`config.mk`:
```
export PLATFORM = sky130hd
export DESIGN_NAME = flash_loader
export DESIGN_NICKNAME = d
export VERILOG_FILES = /design/src/rtl/flash_loader.sv
export SDC_FILE = /design/constraint.sdc
export NUM_CORES = 1
export LEC_CHECK = 0
export BUFFER_PORTS_ARGS = -buffer_cell sky130_fd_sc_hd__buf_2
export CAP_MARGIN = 10
export CORE_AREA = 2 2 56 58
export DETAILED_ROUTE_END_ITERATION = 6
export DIE_AREA = 0 0 58 60
export GPL_ROUTABILITY_DRIVEN = 0
export PLACE_DENSITY = 0.69
export SLEW_MARGIN = 40
export SYNTH_ARGS = -nofsm -noshare
export SYNTH_HDL_FRONTEND = slang
export SYNTH_SLANG_ARGS = --single-unit
```
`constraint.sdc`:
```
create_clock -name i_clk -period 1.7 [get_ports i_clk]
set_clock_uncertainty 0.05 [all_clocks]
set_input_delay 0.34 -clock i_clk [delete_from_list [all_inputs] [get_ports i_clk]]
set_output_delay 0.34 -clock i_clk [all_outputs]
set_load 0.01 [all_outputs]
```
`src/rtl/flash_loader.sv`:
```
`default_nettype none
// ============================================================================
//  Module      : flash_loader
//  Description : Collects a byte stream into N-bit little-endian words and
//                writes WORDS words per frame to a storage block, one
//                registered write strobe per word, then pulses frame_done.
//  Revision    : 1.0 - initial release
// ============================================================================
module flash_loader #(
   parameter int N     = 16,
   parameter int WORDS = 4
) (
   input  logic         i_clk,
   input  logic         i_rst_n,
   input  logic         i_start,
   input  logic         i_abort,
   input  logic [7:0]   i_byte,
   input  logic         i_byte_valid,
   output logic         o_byte_ready,
   output logic [N-1:0] o_word,
   output logic         o_write_enable,
   output logic [1:0]   o_address,
   output logic         o_busy,
   output logic         o_frame_done
);

   localparam int BYTES = N / 8;

   typedef enum logic [1:0] {
      S_IDLE    = 2'd0,
      S_COLLECT = 2'd1,
      S_WRITE   = 2'd2,
      S_DONE    = 2'd3
   } state_t;

   state_t         state_q, state_d;
   logic [1:0]     idx_q, idx_d;
   logic [1:0]     cnt_q, cnt_d;
   logic [N-1:0]   word_q, word_d;
   logic [1:0]     addr_q, addr_d;
   logic           we_q, we_d;
   logic           ready_q, ready_d;
   logic           busy_q, busy_d;
   logic           done_q, done_d;

   // State, datapath and output registers; outputs are decoded from the next
   // state so they line up exactly with the state they describe.
   always_ff @(posedge i_clk) begin
      if (!i_rst_n) begin
         state_q <= S_IDLE;
         idx_q   <= 2'd0;
         cnt_q   <= 2'd0;
         word_q  <= '0;
         addr_q  <= 2'd0;
         we_q    <= 1'b0;
         ready_q <= 1'b0;
         busy_q  <= 1'b0;
         done_q  <= 1'b0;
      end else begin
         state_q <= state_d;
         idx_q   <= idx_d;
         cnt_q   <= cnt_d;
         word_q  <= word_d;
         addr_q  <= addr_d;
         we_q    <= we_d;
         ready_q <= ready_d;
         busy_q  <= busy_d;
         done_q  <= done_d;
      end
   end

   // Next-state, byte assembly and registered-output decode.
   always_comb begin
      state_d = state_q;
      idx_d   = idx_q;
      cnt_d   = cnt_q;
      word_d  = word_q;
      addr_d  = addr_q;

      case (state_q)
         S_IDLE: begin
            // Ready is low here, so a byte presented alongside start is dropped.
            if (i_start) begin
               state_d = S_COLLECT;
               idx_d   = 2'd0;
               cnt_d   = 2'd0;
            end
         end
         S_COLLECT: begin
            if (i_abort) begin
               // Abort wins over a byte offered in the same cycle.
               state_d = S_IDLE;
               idx_d   = 2'd0;
               cnt_d   = 2'd0;
            end else if (i_byte_valid && ready_q) begin
               for (int b = 0; b < BYTES; b++) begin
                  if (cnt_q == 2'(b)) begin
                     word_d[b*8 +: 8] = i_byte;
                  end
               end
               if (cnt_q == 2'(BYTES - 1)) begin
                  state_d = S_WRITE;
               end else begin
                  cnt_d = cnt_q + 2'd1;
               end
            end
         end
         S_WRITE: begin
            // The strobe of this cycle is already on the pins; abort only
            // stops what would follow it.
            if (i_abort) begin
               state_d = S_IDLE;
               idx_d   = 2'd0;
               cnt_d   = 2'd0;
            end else if (idx_q == 2'(WORDS - 1)) begin
               state_d = S_DONE;
            end else begin
               state_d = S_COLLECT;
               idx_d   = idx_q + 2'd1;
               cnt_d   = 2'd0;
            end
         end
         S_DONE: begin
            state_d = S_IDLE;
            idx_d   = 2'd0;
            cnt_d   = 2'd0;
         end
         default: begin
            state_d = S_IDLE;
            idx_d   = 2'd0;
            cnt_d   = 2'd0;
         end
      endcase

      // Address only moves when a write is about to be issued.
      if (state_d == S_WRITE) begin
         addr_d = idx_d;
      end

      we_d    = (state_d == S_WRITE);
      ready_d = (state_d == S_COLLECT);
      busy_d  = (state_d != S_IDLE);
      done_d  = (state_d == S_DONE);
   end

   assign o_byte_ready   = ready_q;
   assign o_word         = word_q;
   assign o_write_enable = we_q;
   assign o_address      = addr_q;
   assign o_busy         = busy_q;
   assign o_frame_done   = done_q;

endmodule
`default_nettype wire

```
==> results.sh, run 1 <==
export IMPL_num_vias=1167
export IMPL_yosys_cell_types_count=36
export IMPL_cp_slowest_cell="a2111oi_2"
export IMPL_min_period_ps=1550
export IMPL_antenna_left=0
export IMPL_end_kind="flop"
export IMPL_cts_tree="built"
export IMPL_area_delta_synth_final_pct=17.9
export IMPL_core_area_um2=2900
export IMPL_avgSynthCellArea_um2=8.99
export IMPL_holdWs_ps=209
export IMPL_pre_cts_slack_ps=60.3
export IMPL_drtIter0Drc=49
export IMPL_dp_cells=203
export IMPL_critical_path_required_ps=1860
export IMPL_max_stage_delay_ps=410
export IMPL_seq_area_frac_synth_pct=44.5
export IMPL_p_leak_nw=0.615
export IMPL_grt_overflow=0
export IMPL_synth_seq_cells=28
export IMPL_dieArea_um2=3480
export IMPL_drive_above_1_share_pct=28.3
export IMPL_tightest_slew_ps=429
export IMPL_cts_sink_count=28
export IMPL_startpoint_type="flop"
export IMPL_instances_no_fill=206
export IMPL_worst_slack_ps=155
export IMPL_holdCritPathClass="input port to flop"
export IMPL_synth_mux_area_share_pct=0
export IMPL_initial_core_util_pct=43.4
export IMPL_die_y_um=60
export IMPL_drt_total_wl_mm=2.87
export IMPL_reg2regPathDepth=5
export IMPL_diodes=0
export IMPL_row_count=20
export IMPL_arrival_ps=1700
export IMPL_portBuffers=34
export IMPL_synthCells=140
export IMPL_synth_fa_ha_area_share_pct=1.99
export IMPL_totalNegativeSetupSlack_ps=0
export IMPL_clk_pin_slew_ps=140
export IMPL_die_x_um=58
export IMPL_grt_pass1_wl_mm=4.85
export IMPL_netlist_area_leader_share_pct=44.5
export IMPL_dr_pass1_iters=4
export IMPL_cts_buffers_inserted=3
export IMPL_path_cells="inv_1 -> ha_2 -> nand4b_4 -> a2111oi_2 -> a211oi_1"
export IMPL_drc=0
export IMPL_grtUsageTotal_pct=18.1
export IMPL_yosys_top_cells_area="dfxtp_1, a21oi_1, nand3_1, o21ai_0, a211oi_1"
export IMPL_fmax_ghz=0.647
export IMPL_ios=35
export IMPL_met3_usage_pct=3.03
export IMPL_cts_buffer_depth=2
export IMPL_power_mw=1.03
export IMPL_setup_viol=0
export IMPL_finalNetCount=190
export IMPL_synth_compound_area_share_pct=25.0
export IMPL_first_global_vias=1130
export IMPL_path_depth=5
export IMPL_synth_fp_nets=155
export IMPL_critPathKind="flop to flop"
export IMPL_antenna_found_initial=0
export IMPL_grt_busiest_layer="met2"
export IMPL_drv_cap=0
export IMPL_ir_drop_mv=0.510
export IMPL_synth_area_um2=1260
export IMPL_final_max_slew_violation_count=0
export IMPL_htreeDepth=1
export IMPL_crit_fanout=10
export IMPL_power_density_nw_per_um2=693
export IMPL_path_delay_family="compound AO/OA/AOI/OAI gates"
export IMPL_outcome="finished, final reports clean"
export IMPL_grtUsageMet1_pct=22.0
export IMPL_rsz0062_at_grt="false"
export IMPL_yosysTopAreaCell="dfxtp_1"
export IMPL_ys_warn_count=0
export IMPL_root_buffer="clkbuf_4"
export IMPL_grt_max_degree=26
export IMPL_finalCritPeriodShare_pct=90.9
export IMPL_worstHoldPathCells=2
export IMPL_slew_headroom_pct=71.3
export IMPL_synthXorXnorAreaFrac_pct=0
export IMPL_grtUsageMet2_pct=31.8
export IMPL_wl_per_cell_um=14.0
export IMPL_post_cts_buffers=0
export IMPL_viasPerCell=5.67
export IMPL_clock_latency_ps=310
export IMPL_critPathBufInv=1
export IMPL_synth_top_family_by_area="compound AO/OA/AOI/OAI gates"
export IMPL_synthSimpleGateAreaFrac_pct=21.3
export IMPL_r2r_slack_ps=150
export IMPL_place_hpwl_mm=2.13
export IMPL_finalHoldViolCount=0
==> layout make-up <==
| cell class | count | area, µm² |
|---|---|---|
| clock buffer | 3 | 22.5 |
| fill | 309 | 1420 |
| inverter | 8 | 30.0 |
| multi-input combinational | 95 | 622 |
| sequential | 28 | 561 |
| tap | 33 | 41.3 |
| timing repair buffer | 39 | 208 |
==> power breakdown <==
part / leakage, nW / switching, mW / internal, mW
clock: 0.0138 / 0.174 / 0.0828
sequential: 0.226 / 0.00630 / 0.663
combinational: 0.375 / 0.0643 / 0.0386
total: 0.615 / 0.244 / 0.784
==> cell families after synthesis <==
family          after synthesis
compound gates               54
fa+ha+maj                     2
buf+inv                      17
flops                        28
simple gates                 39
==> path summary, 6_finish.rpt <==
kind | startpoint | endpoint
worst max-delay path | cnt_q[1] | o_address[1]
worst max register to register | cnt_q[1] | o_address[1]
worst min-delay path | i_rst_n | o_busy
worst min register to register | o_address[0] | o_address[0]
==> repair_timing <==
action	CTS	global route
gates resized for setup	0	5
hold buffers	0	0
setup endpoints to repair	0	2
==> sequential cells by signal, summed over array words and instances, names as in the netlist <==
| signal | flops |
|---|---|
| o_busy | 1 |
| idx_q | 2 |
| o_address | 2 |
| o_word | 16 |
| o_write_enable | 1 |
| o_frame_done | 1 |
| o_byte_ready | 1 |
| cnt_q | 2 |
| state_q | 2 |
==> cell usage after synthesis <==
cell type  number
clkbuf_8        1
nor4b_1         2
dfxtp_1        28
o21ai_0        16
nor3b_4         1
and2_1          1
a21boi_1        1
and2b_1         1
and4b_1         2
nand4b_1        1
nor3_1          1
ha_1            2
nor2_1          2
buf_2           2
a31oi_1         1
o31ai_1         1
nand2b_2        1
nor2b_1         2
nand2_4         1
nand2_1         2
buf_4           2
o21a_1          2
a211oi_1        4
nand3_1        17
nand2b_1        3
a2111oi_0       2
inv_1           8
a41oi_1         1
nand4b_4        1
o211a_1         1
o211ai_1        1
o311ai_1        1
a21oi_1        23
clkbuf_1        3
and3b_1         1
buf_6           1
==> through the flow <==
stage / area (µm²) / utilization [%]
3_5_place_dp: 1450 / 49.8
6_report: 1480 / 51.1
4_1_cts: 1470 / 50.6
3_3_place_gp: 1450 / 49.8
2_1_floorplan: 1260 / -
5_1_grt: 1480 / 51.1
==> placed cells by master (no fill, tap or decap), drive strengths merged, types with 3 or more instances in the layout <==
cell type,instances
buf,39
dfxtp,28
a21oi,23
nand3,17
o21ai,16
inv,8
a211oi,4
nand2b,4
clkbuf,3
nand2,3
==> routing by layer <==
layer  vias up  wire length [µm]
li1        582                 -
met5         -                 0
met1       540              1250
met3         2               189
met4         0                15
met2        43              1420
No activity file was read; power rests on OpenSTA's default activity.
==> run 2, diff against run 1 <==
--- a/config.mk
+++ b/config.mk
@@ -7,11 +7,11 @@
 export LEC_CHECK = 0
 export BUFFER_PORTS_ARGS = -buffer_cell sky130_fd_sc_hd__buf_2
 export CAP_MARGIN = 10
-export CORE_AREA = 2 2 56 58
+export CORE_AREA = 2 2 54 56
 export DETAILED_ROUTE_END_ITERATION = 6
-export DIE_AREA = 0 0 58 60
+export DIE_AREA = 0 0 56 58
 export GPL_ROUTABILITY_DRIVEN = 0
-export PLACE_DENSITY = 0.69
+export PLACE_DENSITY = 0.74
 export SLEW_MARGIN = 40
 export SYNTH_ARGS = -nofsm -noshare
 export SYNTH_HDL_FRONTEND = slang
==> run 2 against run 1 <==
Flip-flop and latch count did not move. Critical path type unchanged. Largest cell class unchanged. Power rose by 0.34%. Sequential power barely moved. Critical endpoint is now o_address[0]. Fmax fell by 2.1%. First-iteration DRC count fell by 24%. Global-route usage fell by 0.36 points. Sequential share of layout area rose by 0.16 points. Via count rose by 0.86%. Register-to-register slack got worse by 30 ps. Die area fell by 6.7%. Critical path depth did not move.
==> results.sh, run 2 (synthesized netlist as in run 1, its figures left out) <==
export IMPL_cts_tree="built"
export IMPL_dp_cells=201
export IMPL_drc=0
export IMPL_ios=35
export IMPL_reg2regPathDepth=5
export IMPL_pwr_share_seq_pct=64.9
export IMPL_finalCritPeriodShare_pct=92.9
export IMPL_initial_core_util_pct=47.3
export IMPL_clock_latency_ps=310
export IMPL_startpoint_type="flop"
export IMPL_drtIter0Drc=37
export IMPL_final_common_cell="buf_2"
export IMPL_core_area_um2=2660
export IMPL_diodes=0
export IMPL_outcome="finished, final reports clean"
export IMPL_power_mw=1.03
export IMPL_cp_slowest_cell="a2111oi_1"
export IMPL_dr_pass1_iters=4
export IMPL_p_comb_share_pct=9.8
export IMPL_grtUsageTotal_pct=17.7
export IMPL_drive_above_1_share_pct=28.3
export IMPL_multi_input_comb_area_um2=618
export IMPL_area_delta_synth_final_pct=17.4
export IMPL_rsz0062_at_grt="false"
export IMPL_htreeDepth=1
export IMPL_totalNegativeSetupSlack_ps=0
export IMPL_grt_overflow=0
export IMPL_instances_no_fill=204
export IMPL_setup_viol=0
export IMPL_holdBufCountCts=0
export IMPL_finalNetCount=190
export IMPL_row_count=19
export IMPL_p_sw_mw=0.248
export IMPL_critPathKind="flop to flop"
export IMPL_crit_fanout=10
export IMPL_post_cts_buffers=0
export IMPL_fmax_ghz=0.633
export IMPL_drt_total_wl_mm=2.87
export IMPL_post_cts_resized=0
export IMPL_cts_buffer_depth=2
export IMPL_antenna_found_initial=0
export IMPL_power_density_nw_per_um2=698
export IMPL_num_vias=1177
export IMPL_grt_max_degree=17
export IMPL_path_cells="inv_1 -> ha_2 -> nand4b_4 -> a2111oi_1 -> a211oi_1"
export IMPL_cts_sink_count=28
export IMPL_cts_buffers_inserted=3
export IMPL_end_kind="flop"
export IMPL_antenna_left=0
export IMPL_power_frac_clock_pct=25.3
export IMPL_netSwitchingFraction_pct=24.0
export IMPL_portBuffers=34
export IMPL_internal_power_mw=0.784
export IMPL_min_period_ps=1580
export IMPL_p_leak_nw=0.614
export IMPL_dieArea_um2=3250
export IMPL_clk_pin_slew_ps=140
export IMPL_holdWs_ps=209
export IMPL_die_y_um=58
export IMPL_slew_headroom_pct=70.2
export IMPL_worstHoldPathCells=2
export IMPL_r2r_slack_ps=120
export IMPL_first_global_vias=1049
export IMPL_final_max_slew_violation_count=0
export IMPL_register_area_um2=561
export IMPL_root_buffer="clkbuf_4"
export IMPL_critical_path_required_ps=1860
export IMPL_mostFrequentLayoutCells="buf_2, dfxtp_1, a21oi_1, nand3_1, o21ai_0"
export IMPL_largest_register_ffs=16
export IMPL_die_x_um=56
export IMPL_tightest_slew_ps=446
export IMPL_max_stage_delay_ps=440
export IMPL_nFillCells=263
export IMPL_ir_drop_mv=0.519
export IMPL_wl_per_cell_um=14.1
export IMPL_post_route_util_pct=55.5
export IMPL_finalHoldViolCount=0
export IMPL_holdCritPathClass="input port to flop"
export IMPL_drv_cap=0
export IMPL_viasPerCell=5.77
export IMPL_grt_pass1_wl_mm=4.53
export IMPL_place_hpwl_mm=2.16
export IMPL_arrival_ps=1740
[run 2: changes by cell type in the layout (fill, tap and decap cells not counted)]
cell,before,now
and4b_2,0,1
a2111oi_1,0,1
a2111oi_2,2,1
and4b_1,2,1
[run 2: stage by stage]
stage / cell area (µm²) / setup WS [ps]
after detailed placement: 1440 / 39.6
after global routing: 1480 / 10.7
after CTS: 1470 / 15.3
final: 1480 / 121
after global placement: 1440 / 122
after floorplan: 1260 / 285
[run 2: cell type report]
type	instances	share of cell area (%)
multi-input cells	95	41.8
flip-flops and latches	28	37.9
well taps	31	2.62
repair buffers	39	14.1
inverters	8	2.03
clock buffers	3	1.52
[run 2: worst paths after layout]
kind / start / endpoint
hold / removal: i_rst_n / state_q[0]
setup reg to reg: cnt_q[1] / o_address[0]
setup / recovery: cnt_q[1] / o_address[0]
hold reg to reg: o_address[0] / o_address[0]
[run 2: worst max-delay path: cells and delay by family, from the launching register on]
kind	cells	cell delay, ps
buf+inv	1	80
compound gates	2	530
fa+ha+maj	1	270
flops	1	340
simple gates	1	200
[run 2: power groups by stage]
stage	Clock (mW)	Combinational [mW]	Sequential (mW)
finish	0.261	0.101	0.670
global placement	0	0.0964	0.684
CTS	0.270	0.0993	0.670
global route	0.290	0.111	0.671
detailed placement	0	0.0989	0.684
floorplan	0	0.0601	0.684
[run 2: layer usage]
layer | GRT usage [%] | share of wire [%]
met5 | 0 | 0
met4 | 7.82 | 0.77
met3 | 2.68 | 5.8
met1 | 21.5 | 43
met2 | 31.4 | 51
